===== src/rtl/rtc_bus_ctrl.sv =====
// Multiplexed-bus master for an RTC: an address phase then a data phase, each made
// of a strobe-active window and a recovery window; every output comes from a flop.
module rtc_bus_ctrl #(
    parameter int T_ACT = 4,
    parameter int T_REC = 2
) (
    input  logic       clk,
    input  logic       reset,
    input  logic       start_wr,
    input  logic       start_rd,
    input  logic [7:0] dir_in,
    input  logic [7:0] dato_in,
    input  logic [7:0] ad_in,
    output logic [7:0] direccion,
    output logic [7:0] dato,
    output logic       seleccion,
    output logic       bus_oe,
    output logic       cs_n,
    output logic       ad_n,
    output logic       wr_n,
    output logic       rd_n,
    output logic [7:0] dato_rd,
    output logic       ocupado,
    output logic       listo
);

    localparam logic [7:0] ACT_LOAD = 8'(T_ACT - 1);
    localparam logic [7:0] REC_LOAD = 8'(T_REC - 1);

    typedef enum logic [2:0] {
        IDLE, DIR_ACT, DIR_REC, DATO_ACT, DATO_REC, FIN
    } state_t;

    state_t     state, state_nx;
    logic [7:0] cnt, cnt_nx;
    logic       op_wr, op_wr_nx;
    logic       accept;
    logic       capture;

    logic cs_n_d, ad_n_d, wr_n_d, rd_n_d, sel_d, oe_d;

    always_ff @(posedge clk or negedge reset) begin
        if (!reset) begin
            state <= IDLE;
            cnt   <= 8'd0;
            op_wr <= 1'b0;
        end else begin
            state <= state_nx;
            cnt   <= cnt_nx;
            op_wr <= op_wr_nx;
        end
    end

    // The counter is loaded with (length - 1) on every state entry and counts down to zero.
    always_comb begin
        state_nx = state;
        cnt_nx   = cnt;
        op_wr_nx = op_wr;
        accept   = 1'b0;
        case (state)
            IDLE: begin
                if (start_wr || start_rd) begin
                    accept   = 1'b1;
                    op_wr_nx = start_wr;
                    state_nx = DIR_ACT;
                    cnt_nx   = ACT_LOAD;
                end
            end
            DIR_ACT: begin
                if (cnt == 8'd0) begin
                    state_nx = DIR_REC;
                    cnt_nx   = REC_LOAD;
                end else begin
                    cnt_nx = cnt - 8'd1;
                end
            end
            DIR_REC: begin
                if (cnt == 8'd0) begin
                    state_nx = DATO_ACT;
                    cnt_nx   = ACT_LOAD;
                end else begin
                    cnt_nx = cnt - 8'd1;
                end
            end
            DATO_ACT: begin
                if (cnt == 8'd0) begin
                    state_nx = DATO_REC;
                    cnt_nx   = REC_LOAD;
                end else begin
                    cnt_nx = cnt - 8'd1;
                end
            end
            DATO_REC: begin
                if (cnt == 8'd0) begin
                    state_nx = FIN;
                    cnt_nx   = 8'd0;
                end else begin
                    cnt_nx = cnt - 8'd1;
                end
            end
            FIN: begin
                state_nx = IDLE;
                cnt_nx   = 8'd0;
            end
            default: begin
                state_nx = IDLE;
                cnt_nx   = 8'd0;
            end
        endcase
    end

    // Bus pins are decoded from the upcoming state so they change together with it.
    always_comb begin
        cs_n_d = 1'b1;
        ad_n_d = 1'b1;
        wr_n_d = 1'b1;
        rd_n_d = 1'b1;
        sel_d  = 1'b0;
        oe_d   = 1'b0;
        case (state_nx)
            DIR_ACT: begin
                cs_n_d = 1'b0;
                ad_n_d = 1'b0;
                wr_n_d = 1'b0;
                oe_d   = 1'b1;
            end
            DIR_REC:  oe_d = 1'b1;
            DATO_ACT: begin
                cs_n_d = 1'b0;
                sel_d  = 1'b1;
                wr_n_d = !op_wr_nx;
                rd_n_d = op_wr_nx;
                oe_d   = op_wr_nx;
            end
            DATO_REC: begin
                sel_d = 1'b1;
                oe_d  = op_wr_nx;
            end
            default: ;
        endcase
    end

    assign capture = (state == DATO_ACT) && (cnt == 8'd0) && !op_wr;

    always_ff @(posedge clk or negedge reset) begin
        if (!reset) begin
            cs_n      <= 1'b1;
            ad_n      <= 1'b1;
            wr_n      <= 1'b1;
            rd_n      <= 1'b1;
            seleccion <= 1'b0;
            bus_oe    <= 1'b0;
            ocupado   <= 1'b0;
            listo     <= 1'b0;
            direccion <= 8'h00;
            dato      <= 8'h00;
            dato_rd   <= 8'h00;
        end else begin
            cs_n      <= cs_n_d;
            ad_n      <= ad_n_d;
            wr_n      <= wr_n_d;
            rd_n      <= rd_n_d;
            seleccion <= sel_d;
            bus_oe    <= oe_d;
            ocupado   <= (state_nx != IDLE);
            listo     <= (state_nx == FIN);
            if (accept) begin
                direccion <= dir_in;
                if (start_wr) dato <= dato_in;
            end
            if (capture) dato_rd <= ad_in;
        end
    end

endmodule


===== config.mk =====
export PLATFORM = sky130hd
export DESIGN_NAME = rtc_bus_ctrl
export DESIGN_NICKNAME = d
export VERILOG_FILES = /design/src/rtl/rtc_bus_ctrl.sv
export SDC_FILE = /design/constraint.sdc
export NUM_CORES = 1
export LEC_CHECK = 0
export BUFFER_PORTS_ARGS = -buffer_cell sky130_fd_sc_hd__clkbuf_2
export CAP_MARGIN = 30
export CORE_ASPECT_RATIO = 1.4
export CORE_MARGIN = 10
export CORE_UTILIZATION = 35
export CTS_CLUSTER_DIAMETER = 100
export DETAILED_ROUTE_END_ITERATION = 16
export PLACE_DENSITY_LB_ADDON = 0.2
export SYNTH_ARGS = -nofsm -noshare
export SYNTH_HDL_FRONTEND = slang
export SYNTH_SLANG_ARGS = --single-unit

===== constraint.sdc =====
create_clock -name clk -period 4.21 [get_ports clk]
set_input_delay 0.6315 -clock clk [delete_from_list [all_inputs] [get_ports clk]]
set_output_delay 0.6315 -clock clk [all_outputs]
set_load 0.03 [all_outputs]

==> run_results.csv, run 1 <==
group,metric,value,unit
clocking,clock_latency,0.30,ns
clocking,htree_levels,2,
layout,n_antenna_cell,0,
global_routing,antenna_found_initial,0,
worst_setup_path,rr_startpoint,"cnt[0]",
synth,synth_xor_area_share,0.872,%
die,initial_core_util,36.4,%
drt,ant_nets,0,
placement,postPlaceCellArea,2360,um^2
synth,ys_types,46,
synth,synth_area,2010,um^2
layout,fin_nets,269,
layout,num-fill-cells,535,
timing,fin_ws,1.82,ns
timing,drv_slew,0,
synth,synth_top_family_by_area,"simple AND/OR/NAND/NOR gates",
worst_setup_path,rr_endpoint,"dato_rd[6]",
power,p_total,811,uW
die,die_h,110,um
power,p_per_area,327,nW/um^2
drt,drt-initial-drc-count,129,
run_status,outcome,"completed",
worst_setup_path,worstPathRequired,4.39,ns
worst_setup_path,reg2regPathDepth,6,
clocking,cts.sinks,44,
worst_setup_path,cp-start-kind,"flip-flop",
layout,drive_gt1_share,40.2,%
clocking,clk_pin_slew_worst_paths,0.08,ns
synth,synth_compound_area_share,11.1,%
global_routing,grt_max_degree,29,
worst_setup_path,ff2ff_setup_slack,1.82,ns
die,placementRows,32,
worst_setup_path,worstPathMaxFanout,8,
drt,wl,4680,um
clocking,clk_path_buf_depth,2,
timing,worst_slew_pin_slew,0.974,ns
worst_setup_path,end_kind,"flip-flop",
synth,synth_flop_cell,"dfrtp_1",
timing,grt_setup_unrepaired,"no",
placement,place.gp.congestion,0.812,
global_routing,grt_usage,10.3,%
synth,ys_async_sr_fraction,100,%
drt,drc,0,
timing,fin_crit,2.39,ns
timing,max_freq,419,MHz
timing,finalHoldViolCount,0,
run,drv_cap,0,
global_routing,grt-ovfl-total,0,
placement,dp_hpwl,3680,um
worst_setup_path,cp.arrival,2.57,ns
layout,regArea,1110,um^2
die,chipWidth,84.0,um
synth,syn_avg_cell_area,11.0,um^2
clocking,cts_hold_buf,0,
synth,yosysWarnings,0,
synth,yosys.area_share.simple,18.6,%
timing,relSlewSlack,34.6,%
clocking,post_cts_buffers,0,
drt,vias,1550,
global_routing,grt_pass1_vias,1588,
power,leakage,1.27,nW
worst_setup_path,path_class,"reg2reg",
clocking,cts_tree,"yes",
layout,final_cell_area,2480,um^2
die,die_area,9220,um^2
clocking,cts_root_buf,"clkbuf_8",
synth,netlist_instances,182,
layout,multi_input_area,836,um^2
timing,fin_crit_sh,56.7,%
synth,syn_nets,211,
synth,yosysSeqAreaShare,55.0,%
synth,synth_fa_ha_area_share,0.623,%
synth,yosys-mux-area-fraction,10.5,%
clocking,cts_buffers,5,
timing,setup_viol,0,
placement,place_ws,1.83,ns
drt,wire_per_inst,15.1,um
drt,viasPerCell,5.02,
timing,tns,0,ns
global_routing,grt_first_pass_wirelength,7870,um
synth,synth-seq-cells,44,
die,coreArea,5530,um^2
timing,skew,0.00727,ns
power,ir_drop,164,uV
layout,area_delta_synth_final,23.5,%
die,ioPinCount,60,
placement,port_buffers,59,
drt,dr.pass1.iters,4,
hold_path,worstHoldPathType,"in2async",
synth,synth_edf_count,0,
clocking,ctsResizeCount,0,
-- registers in the layout, summed over array words and instances (netlist names), 3 cells and up --
signal and flops:
state 3, cnt 8, direccion 8, dato 8, dato_rd 8
-- area by class of cell --
cell class                 instances  area share [%]
timing repair buffer              60            12.7
multi-input combinational        124            33.7
clock buffer                       6            3.33
sequential                        44            44.6
inverter                           5           0.756
tap                               68            3.43
clock inverter                     2            1.56
-- how the worst max path moves through the flow --
stage / startpoint / to / depth (start not counted)
3_5_place_dp: cnt[0] / dato_rd[6] / 6
5_1_grt: state[2] / wr_n / 4
3_3_place_gp: cnt[1] / dato_rd[2] / 6
2_1_floorplan: cnt[0] / dato_rd[0] / 7
6_report: cnt[0] / dato_rd[6] / 6
4_1_cts: cnt[0] / dato_rd[6] / 6
-- cells by family after synthesis --
logic type	after synthesis
compound gates	33
simple gates	72
flops	44
xor+xnor	2
buf+inv	14
fa+ha+maj	1
mux	16
-- placed cells by master (no fill, tap or decap), types with 4 or more instances in the layout --
| cell | count |
|---|---|
| o21ai_0 | 10 |
| clkbuf_2 | 59 |
| mux2_2 | 8 |
| clkbuf_8 | 6 |
| dfstp_2 | 4 |
| inv_1 | 5 |
| nand3_1 | 5 |
| dfrtp_1 | 40 |
| nor3_1 | 6 |
| nor2_1 | 9 |
| mux2_4 | 8 |
| a21oi_1 | 5 |
| nand2_1 | 34 |
-- per-layer routing --
metal,up-vias,wire (um),GRT usage (%)
met2,50,2280,16.9
met3,7,301,3.70
met1,738,2030,12.2
li1,755,-,-
met4,0,59,3.60
met5,-,0,0
-- stage by stage --
step	util (%)	hold WS, ns	instances
after global placement	42.4	0.458	300
after global routing	44.9	0.293	309
after CTS	44.9	0.278	309
after detailed placement	42.7	0.461	301
final	44.9	0.276	309
after floorplan	-	0.336	182
-- critical path, cell delays in order (launching register included) --
cell     delay (ns)
dfrtp_1        0.42
inv_1          0.11
ha_1           0.20
nor3b_2        0.41
nand2_4        0.15
or4b_4         0.66
mux2_4         0.34
-- cells in the mapped netlist, types with 2 or more instances --
library cell	count	area, um^2
xnor2_1	2	17.5
nand2_1	34	128
nand3_1	5	25.0
o21ai_0	10	50.1
dfrtp_1	40	1000
clkbuf_1	7	26.3
mux2_2	8	90.1
a32o_1	2	20.0
dfstp_2	4	105
nand4_1	2	12.5
inv_1	5	18.8
or2_2	2	12.5
nor2_1	9	33.8
a21oi_1	5	25.0
and2_1	2	12.5
o211ai_1	2	15.0
nor3_1	6	30.0
buf_6	2	22.5
mux2_4	8	120
-- power by group --
group | internal, mW | leakage (nW) | switching [mW] | total (mW)
Combinational | 0.0190 | 0.665 | 0.0244 | 0.0433
Clock | 0.194 | 0.0614 | 0.145 | 0.339
Sequential | 0.426 | 0.541 | 0.00202 | 0.428
Power figures use the tool's default switching activity.
==> inputs of run 2 (changes only) <==
Settings changed: ABC_AREA from default to 1.
Clock period 4.21 ns to 1.98 ns, I/O delays scaled along.
==> run 2 against run 1 <==
  * Flip-flop and latch count stayed put
  * First-iteration DRC count fell by 50%
  * Wire length shrank 8.0%
  * Fmax grew 43%
  * Global-route usage down 0.62 points
  * Count of clock-buffer cells in the layout up 1
  * Cell count is 4.5% higher
  * Register-to-register slack got worse by 1.5 ns
  * Clock skew fell by 0.0049 ns
  * Utilization grew 0.88 points
  * Die area decreased by 1.3%
  * Clock power increased by 120%
  * Critical path type unchanged
  * Largest cell class unchanged
==> run_results.csv, run 2 <==
group,metric,value,unit
clocking,cts_buffers,5,
synth,netlist_instances,186,
clocking,ctsResizeCount,0,
run,drv_cap,0,
layout,regArea,1110,um^2
placement,port_buffers,59,
drt,viasPerCell,4.55,
synth,syn_avg_cell_area,10.6,um^2
drt,vias,1469,
power,ir_drop,497,uV
timing,max_freq,597,MHz
drt,ant_nets,0,
global_routing,grt_max_degree,45,
die,placementRows,32,
die,die_h,109,um
global_routing,grt_first_pass_wirelength,7380,um
hold_path,worstHoldPathType,"in2reg",
global_routing,grt-ovfl-total,0,
worst_setup_path,cp-start-kind,"flip-flop",
synth,synth.most_common_cell,"nand2_1",
synth,ys_top_cells_by_count,"41 x nand2_1, 40 x dfrtp_1, 15 x inv_1, 10 x nor2_1, 9 x inv_2",
worst_setup_path,worstPathMaxFanout,8,
timing,fin_crit_sh,84.6,%
power,pwr-share-seq,51.2,%
global_routing,grt_pass1_vias,1622,
layout,stdcell_count,323,
clocking,cts_tree,"yes",
timing,finalHoldViolCount,0,
timing,setup_viol,0,
synth,synth_flop_cell,"dfrtp_1",
layout,num-fill-cells,527,
power,switching_share,21.8,%
timing,tns,0,ns
die,ioPinCount,60,
clocking,cts.sinks,44,
global_routing,antenna_found_initial,0,
synth,synth_edf_count,0,
layout,n_antenna_cell,0,
synth,yosysSeqAreaShare,56.0,%
synth,ys_top_cells_by_area,"dfrtp_1 51%, nand2_1 7.8%, mux2_4 6.1%",
synth,synth_top_area_share,50.7,%
layout,fin_nets,283,
timing,drv_slew,0,
hold_path,hold_depth,3,
drt,drc,0,
synth,ys_types,31,
clocking,htree_levels,2,
worst_setup_path,end_kind,"flip-flop",
worst_setup_path,cp.arrival,1.86,ns
clocking,cts_root_buf,"clkbuf_8",
drt,wire_per_inst,13.3,um
synth,syn_nets,215,
timing,worst_slew_pin_slew,0.260,ns
die,die_area,9090,um^2
synth,yosysWarnings,0,
die,initial_core_util,36.0,%
synth,ys_async_sr_fraction,100,%
clocking,clk_path_buf_depth,2,
timing,skew,0.00235,ns
run_status,outcome,"completed",
synth,synth_top_area_cell,"dfrtp_1",
power,p_per_area,721,nW/um^2
power,leakage,1.40,nW
power,combPwrFrac,7.6,%
power,p_int,1.42,mW
worst_setup_path,reg2regPathDepth,6,
drt,dr.pass1.iters,4,
layout,area_delta_synth_final,27.2,%
worst_setup_path,worstPathRequired,2.16,ns
layout,multi_input_area,776,um^2
power,netSwitchingPower,396,uW
placement,place.gp.congestion,0.804,
drt,drt-initial-drc-count,65,
power,clkPwrFrac,41.2,%
placement,dp.cells,314,
layout,final_cell_mix,"59 x clkbuf_2, 41 x nand2_1, 40 x dfrtp_1",
timing,relSlewSlack,82.6,%
clocking,clk_pin_slew_worst_paths,0.08,ns
die,chipWidth,83.5,um
drt,wl,4310,um
worst_setup_path,path_class,"reg2reg",
die,coreArea,5490,um^2
synth,synth_area,1980,um^2
global_routing,grt_usage,9.69,%
timing,fin_crit,1.67,ns
clocking,clock_latency,0.29,ns
layout,drive_gt1_share,44.3,%
timing,grt_setup_unrepaired,"no",
placement,dp_hpwl,3380,um
synth,synth-seq-cells,44,
layout,final_common_cell,"clkbuf_2",
run 2: cell count changes after synthesis, sizes merged, moves of 3 or more:
cell / before / now
and2: 3 / 0
nor3: 6 / 2
clkbuf: 7 / 0
nand2: 35 / 46
nand3: 5 / 11
nor2: 9 / 15
inv: 5 / 24
run 2: layout make-up:
cell class,count,area share (%)
inverter,25,3.74
clock buffer,7,3.83
tap,68,3.39
timing repair buffer,61,12.9
sequential,44,44.0
clock inverter,1,1.20
multi-input combinational,117,30.9
run 2: power by group through the flow:
| stage | registers (mW) | clock network, mW | logic, mW |
|---|---|---|---|
| 6_report | 0.928 | 0.746 | 0.137 |
| 5_1_grt | 0.931 | 0.795 | 0.152 |
| 4_1_cts | 0.928 | 0.761 | 0.142 |
| 3_5_place_dp | 0.945 | 0 | 0.140 |
| 3_3_place_gp | 0.945 | 0 | 0.139 |
| 2_1_floorplan | 0.984 | 0 | 0.0254 |
run 2: kinds of logic after synthesis:
family	share of synthesized area [%]
simple gates	20.7
flops	56.0
buf+inv	4.75
compound gates	6.40
mux	10.6
xor+xnor	0.887
fa+ha+maj	0.633
run 2: final timing paths:
| kind | from | to | slack (ns) |
|---|---|---|---|
| max in group asynchronous | reset | cs_n | 1.20 |
| hold reg to reg | direccion[1] | direccion[1] | 0.48 |
| min in group asynchronous | reset | cnt[5] | 0.50 |
| hold / removal | dir_in[3] | direccion[3] | 0.20 |
| setup / recovery | cnt[0] | dato_rd[3] | 0.31 |
| setup reg to reg | cnt[0] | dato_rd[3] | 0.31 |
run 2: routing by layer:
| metal | vias to the layer above | GRT usage, % | share of wire [%] |
|---|---|---|---|
| met3 | 6 | 3.88 | 7.5 |
| met5 | - | 0 | 0 |
| li1 | 732 | - | - |
| met4 | 0 | 3.96 | 1.6 |
| met1 | 693 | 9.46 | 40 |
| met2 | 38 | 17.9 | 51 |
run 2: per-stage QoR:
stage	instance area [um^2]	util, %	worst slack [ns]	hold slack [ns]	total power [mW]
final	2510	45.8	0.306	0.203	1.81
after global routing	2510	45.8	0.128	0.206	1.88
after CTS	2510	45.8	0.291	0.196	1.83
after detailed placement	2380	43.3	0.300	0.301	1.09
after global placement	2380	43.3	0.341	0.298	1.08
after floorplan	1980	-	0.445	0.00141	1.01
run 2: worst max-delay path, stage by stage, from the launching register on:
cell and delay [ns]:
dfrtp_1 0.38, inv_1 0.09, ha_1 0.25, nand2_2 0.13, nor2_8 0.19, nand3_4 0.19, mux2_4 0.34
run 2: what timing repair did:
item | CTS | global route
buffers inserted | 0 | 0
hold buffers | 1 | 0
hold endpoints to repair | 40 | 0
==> inputs of run 3 (changes only) <==
Clock period 1.98 ns to 1.4 ns, I/O delays scaled along.
==> run 3 against run 2 <==
  * The flow now finishes with violations (negative setup slack)
  * Wire length increased by 6.4%
  * Via count rose by 7.2%
  * Count of clock-buffer cells in the layout is 1 lower
  * Die area did not move
  * Non-clock buffer count rose by 29
  * Sequential share of layout area down 4.5 points
  * Worst setup slack got worse by 0.37 ns
  * Largest cell class unchanged
==> run_results.csv, run 3 (synthesis results as in run 2) <==
group,metric,value,unit
run_status,outcome,"finished, violations left",
run_status,failed_checks,"negative setup slack",
timing,finalHoldViolCount,0,
clocking,clock_latency,0.29,ns
clocking,cts_buffers,5,
global_routing,grt_usage,10.0,%
layout,stdcell_count,352,
worst_setup_path,critical_path_buf_inv_count,1,
worst_setup_path,reg2regPathDepth,6,
clocking,cts.sinks,44,
placement,port_buffers,59,
timing,holdWs,0.112,ns
timing,worst_slew_pin_slew,0.499,ns
die,ioPinCount,60,
worst_setup_path,worstPathRequired,1.58,ns
worst_setup_path,path_cells,"inv_2 > ha_4 > nand2_4 > nor2_8 > nand3_4 > mux2_4",
worst_setup_path,worstPathMaxFanout,8,
drt,viasPerCell,4.47,
worst_setup_path,cp.arrival,1.64,ns
timing,drv_slew,0,
layout,n_antenna_cell,0,
worst_setup_path,critPathMaxStageDelay,0.39,ns
global_routing,grt_max_degree,27,
clocking,clk_pin_slew_worst_paths,0.08,ns
drt,dr.pass1.iters,4,
die,coreArea,5490,um^2
run,drv_cap,0,
worst_setup_path,end_kind,"flip-flop",
worst_setup_path,path_delay_family,"flip-flops",
worst_setup_path,endpoint,"dato_rd[0]",
timing,setup_viol,10,
global_routing,grt_first_pass_wirelength,7640,um
clocking,cts_tree,"yes",
die,die_h,109,um
placement,dp.cells,342,
clocking,cts_root_buf,"clkbuf_8",
timing,max_freq,685,MHz
worst_setup_path,path_class,"reg2reg",
timing,fin_crit,1.46,ns
placement,place.gp.congestion,0.802,
layout,final_common_cell,"clkbuf_2",
global_routing,antenna_found_initial,0,
worst_setup_path,cp_slowest_cell,"dfrtp_1",
worst_setup_path,rr_endpoint,"dato_rd[0]",
timing,skew,0.00739,ns
die,initial_core_util,36.0,%
power,ir_drop,712,uV
power,p_per_area,876,nW/um^2
worst_setup_path,crit_start,"cnt[0]",
drt,wl,4580,um
global_routing,grt_pass1_vias,1630,
worst_setup_path,ff2ff_setup_slack,-0.06,ns
layout,drive_gt1_share,56.0,%
die,chipWidth,83.5,um
clocking,htree_levels,2,
die,die_area,9090,um^2
drt,vias,1575,
clocking,clk_path_buf_depth,2,
worst_setup_path,rr_startpoint,"cnt[0]",
worst_setup_path,cp-start-kind,"flip-flop",
worst_setup_path,cp_num_cells,6,
timing,fin_crit_sh,104,%
hold_path,worstHoldPathType,"in2reg",
drt,drt-initial-drc-count,57,
drt,ant_nets,0,
timing,relSlewSlack,66.8,%
timing,fin_ws,-0.0605,ns
drt,wire_per_inst,13.0,um
layout,area_delta_synth_final,42.1,%
global_routing,grt-ovfl-total,0,
layout,final_cell_mix,"59 x clkbuf_2, 37 x nand2_1, 37 x dfrtp_1",
timing,grt_setup_unrepaired,"yes",
die,placementRows,32,
power,leakage,1.55,nW
layout,fin_util,51.2,%
drt,drc,0,
layout,fin_nets,312,
placement,dp_hpwl,3660,um
==> run 3: metrics by stage <==
stage / setup slack, ns / power, mW / TNS [ns] / cell area, um^2
after global placement: -0.0626 / 1.53 / -0.651 / 2620
final: -0.0605 / 2.46 / -0.526 / 2810
after detailed placement: -0.0620 / 1.54 / -0.626 / 2620
after global routing: -0.137 / 2.56 / -1.81 / 2810
after floorplan: 0.00256 / 1.43 / 0 / 2000
after CTS: -0.0803 / 2.49 / -0.766 / 2770
==> run 3: routing by layer <==
metal	global-route usage, %	part of all wire, %
met1	10.4	41
met2	17.9	52
met3	3.73	6.0
met4	4.32	1.1
met5	0	0
==> run 3: how the worst min path moves through the flow <==
stage / depth (start not counted) / start / slack (ns) / to
6_report: 3 / dir_in[3] / 0.11 / direccion[3]
3_5_place_dp: 1 / reset / 0.20 / cnt[4]
5_1_grt: 3 / dir_in[1] / 0.12 / direccion[1]
4_1_cts: 3 / dir_in[3] / 0.10 / direccion[3]
3_3_place_gp: 1 / reset / 0.20 / cnt[4]
2_1_floorplan: 0 / reset / -0.09 / bus_oe
==> run 3: worst reg2reg max path, stage by stage (launching register included) <==
cell,delay (ns)
dfrtp_1,0.39
inv_2,0.08
ha_4,0.16
nand2_4,0.07
nor2_8,0.14
nand3_4,0.18
mux2_4,0.34
==> run 3: repair_timing <==
item,CTS,global route
pin swaps,2,5
setup buffers,1,0
hold buffers,1,0
gates resized for setup,5,16
hold endpoints to repair,14,0
setup endpoints to repair,22,40
==> run 3: layout make-up <==
type                       count  area, um^2
multi-input combinational    117         850
fill                         491        2680
inverter                      25        96.3
timing repair buffer          90         559
sequential                    44        1110
tap                           68        85.1
clock buffer                   6        72.6
clock inverter                 2        35.0
==> run 3: power breakdown <==
part | switching, mW | internal (mW)
sequential | 0.0154 | 1.30
combinational | 0.121 | 0.0762
clock | 0.418 | 0.530
